**src/rtl/store_buffer.sv**
```systemverilog
// Posted-write store buffer between the datapath store path and dm.
// Ports: Clk/Reset; St* push side; Ld* forwarding load side;
// Dm* shared dm port; Count/Empty/Full occupancy status.
module store_buffer #(
  parameter int DEPTH = 4,
  parameter int AW    = 10,
  parameter int DW    = 32
) (
  input  logic                     Clk,
  input  logic                     Reset,
  input  logic                     StValid,
  input  logic [AW-1:0]            StAddr,
  input  logic [DW-1:0]            StData,
  output logic                     StReady,
  input  logic                     LdValid,
  input  logic [AW-1:0]            LdAddr,
  output logic [DW-1:0]            LdData,
  output logic                     LdHit,
  output logic [AW-1:0]            DmAddr,
  output logic [DW-1:0]            DmData,
  output logic                     DmWrite,
  output logic                     DmRead,
  input  logic [DW-1:0]            DmOut,
  output logic [$clog2(DEPTH):0]   Count,
  output logic                     Empty,
  output logic                     Full
);

  localparam int PW = $clog2(DEPTH);
  localparam int CW = PW + 1;

  logic [AW-1:0] r_addr [DEPTH];
  logic [DW-1:0] r_data [DEPTH];
  logic [PW-1:0] r_head;
  logic [PW-1:0] r_tail;
  logic [CW-1:0] r_count;

  logic          w_push;
  logic          w_drain;
  logic          w_hit;
  logic [DW-1:0] w_fwd;

  assign Count   = r_count;
  assign Empty   = (r_count == '0);
  assign Full    = (r_count == CW'(DEPTH));
  assign StReady = !Full;
  assign w_push  = StValid & StReady;
  // Loads own the dm port; drain only when it is free.
  assign w_drain = !Empty & !LdValid;
  assign DmWrite = w_drain;
  assign DmRead  = LdValid;
  assign DmAddr  = LdValid ? LdAddr : r_addr[r_head];
  assign DmData  = r_data[r_head];

  // Walk oldest to youngest so the last match (youngest) wins.
  always_comb begin
    w_hit = 1'b0;
    w_fwd = '0;
    for (int i = 0; i < DEPTH; i++) begin
      logic [PW-1:0] idx;
      idx = r_head + PW'(i);
      if ((CW'(i) < r_count) && (r_addr[idx] == LdAddr)) begin
        w_hit = 1'b1;
        w_fwd = r_data[idx];
      end
    end
  end

  assign LdHit  = LdValid & w_hit;
  assign LdData = LdHit ? w_fwd : DmOut;

  always_ff @(posedge Clk) begin
    if (Reset) begin
      r_head  <= '0;
      r_tail  <= '0;
      r_count <= '0;
    end else begin
      if (w_push)
        r_tail <= r_tail + PW'(1);
      if (w_drain)
        r_head <= r_head + PW'(1);
      r_count <= r_count + CW'(w_push) - CW'(w_drain);
    end
  end

  // Entry contents need no reset; validity comes from Count.
  always_ff @(posedge Clk) begin
    if (w_push) begin
      r_addr[r_tail] <= StAddr;
      r_data[r_tail] <= StData;
    end
  end

endmodule

```
**config.mk**
```make
export PLATFORM = sky130hd
export DESIGN_NAME = store_buffer
export DESIGN_NICKNAME = d
export VERILOG_FILES = /design/src/rtl/store_buffer.sv
export SDC_FILE = /design/constraint.sdc
export NUM_CORES = 1
export LEC_CHECK = 0
export ABC_AREA = 0
export CORE_UTILIZATION = 45
export DETAILED_ROUTE_END_ITERATION = 10
export PLACE_DENSITY = 0.8
export SYNTH_ARGS = -nofsm -noshare
export SYNTH_HDL_FRONTEND = slang
export SYNTH_SLANG_ARGS = --single-unit
```
**constraint.sdc**
```tcl
create_clock -name Clk -period 3.35 [get_ports Clk]
set_input_delay 0.67 -clock Clk [delete_from_list [all_inputs] [get_ports Clk]]
set_output_delay 0.67 -clock Clk [all_outputs]
set_load 0.01 [all_outputs]
```
* After elaboration in Yosys (flattened, before gate mapping)
Memory sizes are Yosys's and may differ from the RTL's. A register that Yosys moved wholly into a read port is not among the register bits.
Index checks and enable logic that the tools add are counted.
** Word-level totals
- Register bits :: 7
- RAM bits :: 168
- Bits of input ports :: 88
- Output and inout bits :: 83
- Word-level logic and storage cells :: 47
- Memories :: 2
** Cells by class
- Add/sub/neg operators :: 6
- Magnitude comparators :: 4
- Equality and inequality tests :: 5
- Multiplexer cells :: 16
- Bitwise logic cells :: 3
- Reduce and logical (&&, ||, !) cells :: 8
** Memory list
- r_data :: depth 4, bits a word 32, read ports 4, clocked after memory_dff 1, write ports 1, line 33 : logic [DW-1:0] r_data [DEPTH];
- r_addr :: depth 4, bits a word 10, read ports 4, clocked after memory_dff 1, write ports 1, line 32 : logic [AW-1:0] r_addr [DEPTH];
** Operators by type and width (number)
- $mux 32 :: 5
- $eq 10x10->1 :: 4
- $mux 10 :: 1
- $mux 2 :: 4
- $lt 1x3->1 const A :: 2
- $lt 2x3->1 const A :: 2
- $mux 1 :: 6
- $add 2x1->2 const B :: 2
- $add 2x2->2 const B :: 2
- $logic_and 1x1->1 :: 4
- $add 3x1->3 :: 1
- $and 1x1->1 :: 3
- $eq 3x3->1 const B :: 1
- $logic_not 1->1 :: 3
- $logic_not 3->1 :: 1
- $sub 3x1->3 :: 1

* Longest topological paths before layout
Gate-level depths: netlist (run 1).
An unclocked memory read counts as a cell.
- Depth after elaboration :: 9
- Depth in mapped cells :: 13
- Gate-level depth less buffers :: 11

* Worst setup path before layout (run 1)
Ideal clock, no wire load.
- Path type :: input to output
- From :: input LdAddr[6]
- To :: output LdData[12]
- Arrival time :: 2.770 ns
- Required time :: 2.680 ns
- Setup slack :: -0.090 ns
- Stages on the path :: 11
- Buffers on the path :: 3
- Cell sequence :: clkbuf_1 -> inv_1 -> a21oi_1 -> a32oi_1 -> o221a_2 -> nor3_1 -> and2_1 -> clkbuf_1 -> clkbuf_1 -> a211oi_1 -> o31ai_1
** On the way
- Cells in the longest elaborated chain, start to end :: 8
- Elaborated cells on any way between the ends :: 18
- Those cells by class :: eq/ne (4); mux (9); bitwise (1); reduce/logical (4)
** RTL lines
- start, declared :: line 16 : input logic [AW-1:0] LdAddr,
- $eq 10x10->1 :: line 62 : if ((CW'(i) < r_count) && (r_addr[idx] == LdAddr)) begin
- $logic_and 1x1->1 :: line 62
- $mux 1 (4 in series) :: line 62
- $and 1x1->1 :: line 69 : assign LdHit = LdValid & w_hit;
- $mux 32 * :: line 70 : assign LdData = LdHit ? w_fwd : DmOut;
- end, declared :: line 17 : output logic [DW-1:0] LdData,
Every way passes the cells marked *; elsewhere a longest branch is shown, timed or not.

* Worst setup path after layout (run 1)
- From :: register r_head[0]
- To :: output LdData[22]
** On the way
- Cells in the longest elaborated chain, start to end :: 9
- Elaborated cells on any way between the ends :: 19
- Those cells by class :: add/sub (3); eq/ne (3); mux (7); bitwise (1); reduce/logical (3); memory (2)
** RTL lines
- start, declared :: line 34 : logic [PW-1:0] r_head;
- start signal, assigned :: line 81 : r_head <= r_head + PW'(1);
- $add 2x1->2 :: line 61 : idx = r_head + PW'(i);
- $mem_v2 4x10
- $eq 10x10->1 :: line 62
- $logic_and 1x1->1 :: line 62
- $mux 1 (3 in series) :: line 62
- $and 1x1->1 :: line 69
- $mux 32 * :: line 70
Marks and branches as above.

==> impl_results.md, run 1 <==
- Status: complete, but fails checks
- Failing checks: setup timing
- Starting density of the core: 0.461
- Routed Antenna Nets: 0
- Hold WC Path Type: reg -> reg
- Register area: 0.00524 mm^2
- Reg-to-Reg End: Count[2]
- CTS Sinks: 177
- NetSw: 0.00318 W
- Worst slew pin tran: 915 ps
- Clock Pin Slew Worst Setup and Hold Paths: 70 ps
- Clock Skews: 5.28 ps
- Clock Tree Root: clkbuf_16
- Largest family of logic cells by synthesized area: multiplexers
- Slowest CP cell: mux4_2
- Clock buffer depth: 2
- CP Launch Type: register
- Share of cells above drive strength 1: 0.349
- DRC Markers: 0
- Clk pwr share: 0.207
- Core area: 0.0244 mm^2
- Vias in the first global route: 8678
- Leakage: 5.14 nW
- Core Util, Final: 0.625
- Initial antenna violation count: 2
- TritonCTS Buffers: 17
- Worst vdd ir: 459 uV
- Die Span Y: 160 um
- Final setup margin: -654 ps
- Netlist area before placement: 0.0112 mm^2
- Number of H-tree levels: 4
- Sequential fraction of the synthesis area: 0.465
- Critical path cell sequence: buf_12, mux4_2, xnor2_2, nand4_1, nor4_4, buf_4, o41ai_4, buf_6, buf_8, o31ai_2, buf_2
- Synthesized area per cell: 12.3 um^2
- Adder-Cell Fraction of Synth Area: 0.0107
- Critical R2R Launch: Count[1]
- DIE WIDTH: 160 um
- Final net count: 1242
- Dpl cell area: 0.0139 mm^2
- GP Congestion: 0.913
- Sequential Power Share: 0.315
- Crit path max-delay family: buffers and inverters
- Distinct cell type count of the synthesized netlist: 42
- Total global-route track usage: 0.239
- PD cells: 603 mW/mm^2
- TritonCTS clock tree: yes
- Post-Layout Inst Area: 0.0153 mm^2
- CP bufs+invs: 5
- Area Overhead vs Synth: 35.7%
- Final worst path period share: 1.20
- First-pass GRT wire length: 47.0 mm
- Synth area leaders: edfxtp_1 45%, mux4_2 16%, mux2i_1 5.6%, mux2_2 4.3%, nand2_1 3.6%
- Hold path startpoint: r_tail[1]
- Multi-input logic area: 0.00619 mm^2
- Worst r2r path cells: 12
- Maximum capacitance violations: 0
- Max stage delay on crit path: 540 ps
- Area leader, netlist: edfxtp_1
- DR pass1 iterations: 5
- Later-pin clock latency in the skew report: 430 ps
- Worst Hold Depth: 2
- Synth Area in Compound Gates: 0.103
- Net Sw Frac: 0.345
- P_int: 0.00602 W
- DP Cell Count: 1425
- Fmax: 250 MHz
- Die Area: 0.0256 mm^2
- Area share of the largest cell type after synthesis: 0.449
- Hold_buf cts: 0
- Worst path required time: 2680 ps
- PortBufs: 170
- Mapped Cells: 916
- Worst Path Max Fanout: 8
- Total grt overflow: 0
- Critical path type: reg -> out
- Fill count: 1820
- Pre-CTS setup slack: -1000 ps
- Post-route minimum period: 4000 ps
- Syn nets: 1013
- Io pins: 171
- Synth Register Bits: 177
- Routed wire length: 32.6 mm
- Vias: 8837
- Final Max Slew Viols: 0
- DR iter-0 viols: 906
- RSZ-0062 raised after global routing: yes
- Fin cells: 1483
- Worst hold margin: 509 ps
- Hpwl dp: 20.5 mm
- Combinational share of power: 0.478
- Vias per cell: 5.96
- Multiplexer share of the synthesized area: 0.263
- Synth warnings: 0
- WHS Endpoint: r_tail[1]
- Post-Synth XOR/XNOR Area: 0.0351
- Worst Path Arrival: 3330 ps
- Max-slew headroom: 0.390
- Largest net degree at the start of global routing: 98
- Crit. End Element: primary output
- Std-Cell Rows: 57
- Per-cell routed wire length: 22.0 um
- Post-Synth Simple-Gate Area: 0.0815
- Final hold violations: 0
- Final setup viols: 33
- R2R Setup Slk: 1160 ps
[synth_stat cells (all sizes together)]
| cell type | number |
|---|---|
| xnor2 | 29 |
| mux4 | 82 |
| o221a | 1 |
| dfxtp | 9 |
| o31ai | 32 |
| o211ai | 2 |
| mux2i | 63 |
| nand3b | 3 |
| inv | 11 |
| ha | 8 |
| a21boi | 1 |
| a211oi | 32 |
| o22ai | 1 |
| o21ai | 70 |
| mux2 | 43 |
| a21oi | 35 |
| a32oi | 4 |
| o41ai | 1 |
| nand4 | 5 |
| nor2b | 2 |
| and2 | 2 |
| fa | 1 |
| xor2 | 16 |
| edfxtp | 168 |
| or2 | 2 |
| a31oi | 4 |
| nor3 | 8 |
| buf | 42 |
| nor4 | 2 |
| nor2 | 78 |
| nand2b | 1 |
| and3 | 5 |
| nand3 | 2 |
| nand2 | 108 |
| clkbuf | 43 |
[metal layers]
metal  track usage  vias up  wire length (um)
met4        0.0931        0               712
met3        0.0426       54              2240
li1              -     3959                 -
met2         0.410      405             16800
met1         0.299     4419             12900
met5             0        -                 0
[logic make-up after synthesis]
logic type / Yosys count
AO/OA/AOI/OAI: 183
XOR/XNOR: 45
adder cells (fa/ha/maj): 9
buffers and inverters: 96
flip-flops: 177
multiplexers: 188
AND/OR/NAND/NOR: 218
[cell usage in the layout, fill, tap and decap left out, drive strengths merged, types with 35 or more instances in the layout]
cell type | synthesis | layout
edfxtp | 168 | 168
buf | 42 | 154
clkdlybuf4s50 | 0 | 136
nand2 | 108 | 108
mux4 | 82 | 82
nor2 | 78 | 78
o21ai | 70 | 70
mux2i | 63 | 63
mux2 | 43 | 43
a21oi | 35 | 35
[worst max path at each step]
stage          depth (start not counted)       from    endpoint
2_1_floorplan                         11  LdAddr[6]  LdData[12]
3_3_place_gp                          11  LdAddr[1]  LdData[30]
3_5_place_dp                          11  LdAddr[1]  LdData[30]
4_1_cts                               11  r_head[0]  LdData[23]
5_1_grt                               13   register  LdData[13]
6_report                              11  r_head[0]  LdData[22]
[final cells by class]
cell class	count	area share
sequential	177	0.344
inverter	11	0.00271
tap	324	0.0266
multi-input combinational	643	0.406
timing repair buffer	295	0.184
antenna	1	0.000164
clock inverter	15	0.00927
clock buffer	17	0.0279
[through the flow]
step	TNS [ps]	power, W
final	-20290	0.00919
after detailed placement	-30950	0.00698
after global routing	-23330	0.00961
after CTS	-19410	0.00896
after global placement	-29620	0.00690
after floorplan	0	0.00553
[flip-flops by register name, indices dropped and copies added, names as in the netlist, named ones only]
signal,cells
r_tail,2
r_head,2
r_data,128
Count,3
r_addr,40
[worst register-to-register path: stages (launching register included)]
cell	delay, ps
dfxtp_1	350
inv_1	70
buf_4	130
nand3_1	160
and2_1	210
inv_1	70
ha_1	270
inv_1	60
ha_1	130
inv_1	40
fa_1	370
xnor2_1	160
nor2_1	50
[power by group through the flow]
stage                     registers (W)  clock network [W]  logic, W
final                           0.00290            0.00190   0.00439
after global routing            0.00292            0.00201   0.00468
after CTS                       0.00289            0.00192   0.00415
after detailed placement        0.00294                  0   0.00404
after global placement          0.00291                  0   0.00399
after floorplan                 0.00287                  0   0.00266
[what timing repair did]
action                                  CTS  global route
setup buffers                             7            11
gates resized for setup                 160           103
pin swaps                                 3            15
cloned                                    1             6
endpoints found under the setup margin   33            56
Note: power is estimated with default switching activity, not from simulation.
==> inputs of run 2 (changes only) <==
ABC_CLOCK_PERIOD_IN_PS = 4100   (was unset)
CORE_ASPECT_RATIO = 0.75   (was unset)
PLACE_DENSITY = 0.77   (was 0.8)
clock period = 4.1 ns   (was 3.35 ns; I/O delays follow)
==> impl_results.md, run 2 (synthesized netlist as in run 1, its figures left out) <==
- Final setup viols: 33 (unchanged)
- Final setup TNS: -1970 ps (+18320 ps)
- DR iter-0 viols: 901 (-0.55%)
- Register area: 0.00524 mm^2 (about the same)
- PD cells: 499 mW/mm^2 (-17%)
- Worst hold margin: 521 ps (+11.6 ps)
- Hpwl dp: 20.5 mm (about the same)
- Final hold violations: 0 (unchanged)
- Vias: 8806 (-0.35%)
- Met2 Usage GRT: 0.382 (-0.0280)
- DIE WIDTH: 185 um (+15%)
- Max-slew headroom: 0.207 (-0.182)
- Most frequent cells in the layout: 168 x edfxtp_1, 130 x clkdlybuf4s50_1, 107 x nand2_1
- Worst slew pin tran: 1190 ps (+274 ps)
- Worst vdd ir: 305 uV (-34%)
- Later-pin clock latency in the skew report: 430 ps (about the same)
- Vias per cell: 6.06 (+1.8%)
- Routed wire length: 32.9 mm (+0.91%)
- Commonest non-fill, non-tap cell in the layout: edfxtp_1
- Total global-route track usage: 0.244 (+0.00491)
- Met3 Usage GRT: 0.0462 (+0.00362)
- Share of cells above drive strength 1: 0.342 (-0.00691)
- Total grt overflow: 0 (unchanged)
- Die Span Y: 139 um (-13%)
- Area Overhead vs Synth: 33.6%
- PortBufs: 170 (unchanged)
- DP Cell Count: 1402 (-1.6%)
- Fill count: 1776 (-2.4%)
- Multi-input logic area: 0.00622 mm^2 (+0.36%)
- DRC Markers: 0 (unchanged)
- Final Max Slew Viols: 0 (unchanged)
- Post-route minimum period: 4240 ps
- Met1 usage: 0.348 (+0.0489)
- Fmax: 236 MHz
- Pre-CTS setup slack: -689 ps (+313 ps)
- Initial antenna violation count: 1 (-1)
- Fin cells: 1452 (-2.1%)
- Critical path type: reg -> out
- Clock Skews: 7.05 ps (+1.77 ps)
- TritonCTS clock tree: yes
- RSZ-0062 raised after global routing: yes
- Core area: 0.0242 mm^2 (-0.71%)
- Clock Tree Root: clkbuf_16
- Max reg flops: 128 (unchanged)
- Final net count: 1204 (-3.1%)
- Worst Path Arrival: 3420 ps (+90 ps)
- Reg with most FFs: r_data
- Die Area: 0.0256 mm^2 (about the same)
- DR pass1 iterations: 5 (unchanged)
- Largest net degree at the start of global routing: 122 (+24%)
- Crit. End Element: primary output
- Clock buffer depth: 2 (unchanged)
- Final setup margin: -138 ps (+515 ps)
- Vias in the first global route: 8402 (-3.2%)
- Maximum capacitance violations: 0 (unchanged)
- Per-cell routed wire length: 22.6 um (+3.1%)
- Worst path required time: 3280 ps (+600 ps)
- Routed Antenna Nets: 0 (unchanged)
- First-pass GRT wire length: 47.4 mm (+0.81%)
- Clock Pin Slew Worst Setup and Hold Paths: 70 ps (about the same)
- Io pins: 171 (unchanged)
- TritonCTS Buffers: 17 (unchanged)
- Failing checks: setup timing
- Top Usage Layer GRT: met2
- Status: complete, but fails checks
- Hold WC Path Type: reg -> reg
- Final worst path period share: 1.03
- Worst Path Max Fanout: 8 (unchanged)
- Std-Cell Rows: 49 (-14%)
- Leakage: 5.02 nW (-2.3%)
- CTS Sinks: 177 (unchanged)
- GP Congestion: 0.921 (+0.91%)
- CP Launch Type: register
- Starting density of the core: 0.464 (+0.00331)
- Number of H-tree levels: 4 (unchanged)
-- run 2: timing repair --
item,in CTS,in global routing
pin swaps,13,18
gates cloned,1,6
endpoints found under the setup margin,33,33
hold buffers,0,0
buffers inserted,9,3
gates resized for setup,209,78
-- run 2: worst paths after layout --
path,start,to,slack [ps],cells past startpoint
worst min register to register,r_tail[1],r_tail[1],520,2
worst max register to register,Count[1],Count[2],1880,11
worst min-delay path,r_tail[1],r_tail[1],520,2
worst max-delay path,r_head[0],LdData[25],-140,13
-- run 2: critical path: stages, from the launching register on --
cell and delay (ps):
dfxtp_4 410, buf_12 140, buf_4 150, mux2i_2 260, o21ai_1 130, nor3_2 290
a31oi_2 80, nor4_4 350, buf_4 200, o41ai_4 80, buf_6 200, clkbuf_16 200
o31ai_4 290, buf_2 180
-- run 2: per-stage QoR --
stage	cell area [um^2]	total power [W]	util
after global routing	15000	0.00781	0.620
after detailed placement	13700	0.00562	0.564
after CTS	14500	0.00738	0.600
final	15000	0.00749	0.620
after floorplan	11200	0.00452	-
after global placement	13700	0.00556	0.564
-- run 2: cell type report --
cell class	instances	share of cell area
sequential	177	0.349
tap	331	0.0276
antenna	1	0.000167
multi-input combinational	643	0.414
clock inverter	14	0.0109
clock buffer	18	0.0286
timing repair buffer	257	0.167
inverter	11	0.00275
-- run 2: metal layers --
metal  wire, um  vias to the layer above  part of all wire
li1           -                     3897                 -
met1      14100                     4422              0.43
met2      15700                      456              0.48
met3       2750                       31             0.084
met4        342                        0             0.010
met5          0                        -                 0
-- run 2: power breakdown --
part / internal (W) / switching (W) / leakage, nW
logic: 0.00177 / 0.00168 / 3.12
registers: 0.00222 / 0.000167 / 1.62
clock network: 0.000957 / 0.000692 / 0.288
==> RTL change 1 (settings of run 2) <==
Reset style: asynchronous (`Reset`), changed in one clocked block.
--- a/src/rtl/store_buffer.sv
+++ b/src/rtl/store_buffer.sv
@@ -69,7 +69,7 @@
   assign LdHit  = LdValid & w_hit;
   assign LdData = LdHit ? w_fwd : DmOut;
 
-  always_ff @(posedge Clk) begin
+  always_ff @(posedge Clk or posedge Reset) begin
     if (Reset) begin
       r_head  <= '0;
       r_tail  <= '0;
Function: differs if Reset is asserted again (counterexample within 4 cycles, from zero or initial values and one cycle with Reset high); with Reset held inactive, the same outputs for 4 cycles.
==> RTL change 1 against run 2 <==
  * The run still ends with negative setup slack left
  * Final area grew 7.4%
  * Sequential share of layout area shrank 2.5 points
  * Sequential cell count shrank 2
  * First-iteration DRC count grew 14%
  * Sequential power grew 8%
  * Wire length grew 14%
  * Setup slack lost 4.8 ps
  * Synthesized area grew 6.1%
  * Total power grew 31%
==> RTL change 1: results (changes against run 2) <==
outcome: "finished with violations"
violations: "negative setup slack"
avgRoutedWirePerCell_um: 23.0  # +1.7%
grt_max_degree: 86  # -30%
synth.top_cells.by_count: "edfxtp_1 (168), mux2_2 (100), nand2_1 (89), mux2i_1 (82), inv_1 (76)"
fill_cells: 1981  # +12%
setup_ws_ps: -143  # -4.77 ps
nNetsFinal: 1369  # +14%
dpl-instance-area_mm2: 0.0147  # +7.4%
whs_ps: 635  # +115 ps
timing.critical_path.from: "r_head[1]$_DFFE_PP0P_"
synth_nets: 1144  # +13%
finalSetupViolations: 32  # -3.0%
synth_cell_types: 58  # +38%
p_leak_nw: 5.73  # +14%
drt-initial-drc-count: 1027  # +14%
slowest_stage: "dfrtp_4"
setup_tns_ps: -2820  # -857 ps
cpPeakStageDelay_ps: 520  # +110 ps
reg2regPathDepth: 10  # -1
async_flop_share_pct: 4.00  # +4.0 points
yosysSeqAreaShare_pct: 43.7  # -2.7 points
grt_pass1_vias: 9727  # +16%
drive_gt1_share_pct: 38.3  # +4.1 points
grtUsageTotal_pct: 26.5  # +2.2 points
first_pass_iters: 7  # +2
relSlewSlack_pct: 43.7  # +23 points
timing.reg2reg.setup_slack_ps: 1850  # -30 ps
grt_pass1_wl_um: 54400  # +15%
use_met1_pct: 36.3  # +1.5 points
clock_skew_ps: 12.5  # +5.43 ps
antenna_found_initial: 2  # +1
rr_startpoint: "Count[0]$_DFF_PP0_"
routed-via-count: 10018  # +14%
dp_slack_ps: -700  # -10.6 ps
irDropWorstVdd_mv: 0.485  # +59%
gp_congestion: 0.906  # -1.6%
hp-class: "input pin to async pin"
crit_fanout: 16  # +8
met3_usage_pct: 6.09  # +1.5 points
synth_area_leaders: "edfxtp_1 (42%), mux2_2 (9.4%), mux2i_1 (6.9%)"
## RTL change 1: cell type report
cell class	instances	area, um2	area share, %
well taps	344	430	2.67
clock buffers	17	425	2.64
multi-input cells	695	6700	41.5
flip-flops and latches	175	5230	32.4
inverters	76	288	1.78
clock inverters	15	134	0.830
diodes	1	2.50	0.0155
repair buffers	307	2940	18.2
## RTL change 1: per-stage QoR
step	power, mW	std cells
floorplan	5.70	1047
global placement	7.52	1577
detailed placement	7.64	1577
CTS	9.32	1622
global route	10.3	1629
finish	9.85	1630
## RTL change 1: final timing paths
path,endpoint
setup / recovery,LdData[28]
max in group asynchronous,r_head[1]$_DFFE_PP0P_
min in group Clk,Count[0]$_DFF_PP0_
hold reg to reg,Count[0]$_DFF_PP0_
setup reg to reg,Count[2]$_DFF_PP0_
hold / removal,r_tail[0]$_DFFE_PP0P_
## RTL change 1: repair_timing
action / CTS / global route
buffers inserted: 13 / 5
resized for setup: 89 / 197
pin swaps: 12 / 27
endpoints found under the setup margin: 35 / 35
gates cloned: 0 / 4
## RTL change 1: layer usage
metal | share of wire [%] | routed length, um
met2 | 47 | 17800
met5 | 0.072 | 27
met3 | 9.0 | 3380
met1 | 42 | 15900
met4 | 1.4 | 511
## RTL change 1: power by group through the flow
stage	Sequential (mW)	Combinational (mW)	Clock [mW]
finish	2.58	5.70	1.57
global route	2.61	6.03	1.66
CTS	2.57	5.19	1.57
detailed placement	2.62	5.02	0
global placement	2.59	4.93	0
floorplan	2.54	3.16	0
## RTL change 1: cell families (layout without fill, tap and decap cells)
logic type	Yosys count	after routing	synth area share, %
AOI/OAI and AO/OA	252	252	19.2
xor gates and xnor gates	47	47	3.45
adders and majority gates	9	9	1.01
buffers and inverters	177	415	6.88
DFF	175	175	43.7
muxes	191	191	17.9
other	0	1	0
and+or+nand+nor	196	196	7.76
==> RTL change 2 (flow settings as in run 2) <==
Without the edit above. `AW`: 10 -> 11.
--- a/src/rtl/store_buffer.sv
+++ b/src/rtl/store_buffer.sv
@@ -3,7 +3,7 @@
 // Dm* shared dm port; Count/Empty/Full occupancy status.
 module store_buffer #(
   parameter int DEPTH = 4,
-  parameter int AW    = 10,
+  parameter int AW    = 11,
   parameter int DW    = 32
 ) (
   input  logic                     Clk,
Interface: changed (resized DmAddr, LdAddr and StAddr); port bits go from 171 to 174. The function was not compared with the original's and may differ.
==> RTL change 2 against run 2 <==
  * The flow still finishes with violations (negative setup slack)
  * Total power is 15% higher
  * Sequential power increased by 2%
  * Final area increased by 16%
  * Wire length is 26% higher
  * Setup slack worse by 150 ps
  * Sequential cell count rose by 4
  * Via count is 22% higher
  * Synthesized area increased by 12%
  * Critical path type unchanged
  * Largest power group unchanged
  * Highest routed layer is now met5
==> RTL change 2: results (changes against run 2) <==
synth.top_cells.by_count: "edfxtp_1 (172), mux4_2 (82), nor2_1 (75), a21oi_1 (68), mux2i_1 (61)"
outcome: "finished with violations"
drive_gt1_share_pct: 39.1  # +4.9 points
slowest_stage: "mux4_2"
vias_per_cell: 6.57  # +8.3%
whs_ps: 507  # -13.6 ps
p_leak_nw: 5.94  # +18%
finalSetupViolations: 33  # unchanged
cp_top_family: "compound AO/OA/AOI/OAI gates"
grtUsageTotal_pct: 28.8  # +4.4 points
setup_ws_ps: -285  # -147 ps
dp_slack_ps: -633  # +56.0 ps
relSlewSlack_pct: 36.1  # +15 points
drt_wl_total_um: 41500  # +26%
drt-initial-drc-count: 1259  # +40%
cpPeakStageDelay_ps: 520  # +110 ps
clock_skew_ps: 7.76  # +0.713 ps
io_buffers: 173  # +1.8%
yosysSeqAreaShare_pct: 42.6  # -3.9 points
synth_nets: 1107  # +9.3%
antenna_found_initial: 3  # +2
irDropWorstVdd_mv: 0.296  # -2.9%
synth_mux_area_share_pct: 24.0  # -2.3 points
violations: "negative setup slack"
routed-via-count: 10776  # +22%
synth_xor_area_share_pct: 2.86  # -0.64 points
rr_startpoint: "Count[0]$_SDFF_PP0_"
setup_tns_ps: -6620  # -4650 ps
dpl-instance-area_mm2: 0.0155  # +13%
hpwl_um: 26200  # +28%
## RTL change 2: logic make-up after synthesis
group,after synthesis
AO/OA/AOI/OAI,258
multiplexers,183
flip-flops,181
AND/OR/NAND/NOR,176
buffers and inverters,160
XOR/XNOR,41
adder cells (fa/ha/maj),9
## RTL change 2: worst max-delay path by stage
stage / from / endpoint / slack [ps] / cells past startpoint
detailed placement: LdAddr[6] / LdData[12] / -630 / 10
global placement: LdAddr[8] / LdData[15] / -630 / 11
global route: LdAddr[8] / LdData[22] / -350 / 11
floorplan: LdAddr[7] / LdData[10] / 410 / 9
finish: r_head[0]$_SDFFE_PP0P_ / LdData[22] / -280 / 11
CTS: r_head[0]$_SDFFE_PP0P_ / LdData[0] / -210 / 12
## RTL change 2: cell type report
cell class | instances | share of cell area, %
clock inverters | 14 | 0.869
diodes | 1 | 0.0144
repair buffers | 364 | 20.5
multi-input cells | 668 | 41.9
flip-flops and latches | 181 | 30.8
well taps | 351 | 2.52
inverters | 45 | 0.970
clock buffers | 17 | 2.44
## RTL change 2: power by group
group          switching, mW  leakage, nW  internal [mW]
Sequential             0.171         1.65           2.27
Clock                  0.743        0.275          0.901
Combinational           2.30         4.01           2.23
## RTL change 2: layer usage
metal | part of all wire, % | wire, um | global-route usage [%] | up-vias
li1 | - | - | - | 4616
met1 | 40 | 16700 | 40.3 | 5317
met2 | 46 | 19200 | 44.0 | 744
met3 | 11 | 4560 | 6.56 | 95
met4 | 2.6 | 1060 | 10.3 | 4
met5 | 0.065 | 27 | 0 | -
## RTL change 2: what timing repair did
item | 4_1_cts | 5_1_grt
setup endpoints to repair | 33 | 33
pin swaps | 41 | 21
resized for setup | 264 | 40
setup buffers | 32 | 9
gates cloned | 7 | 3
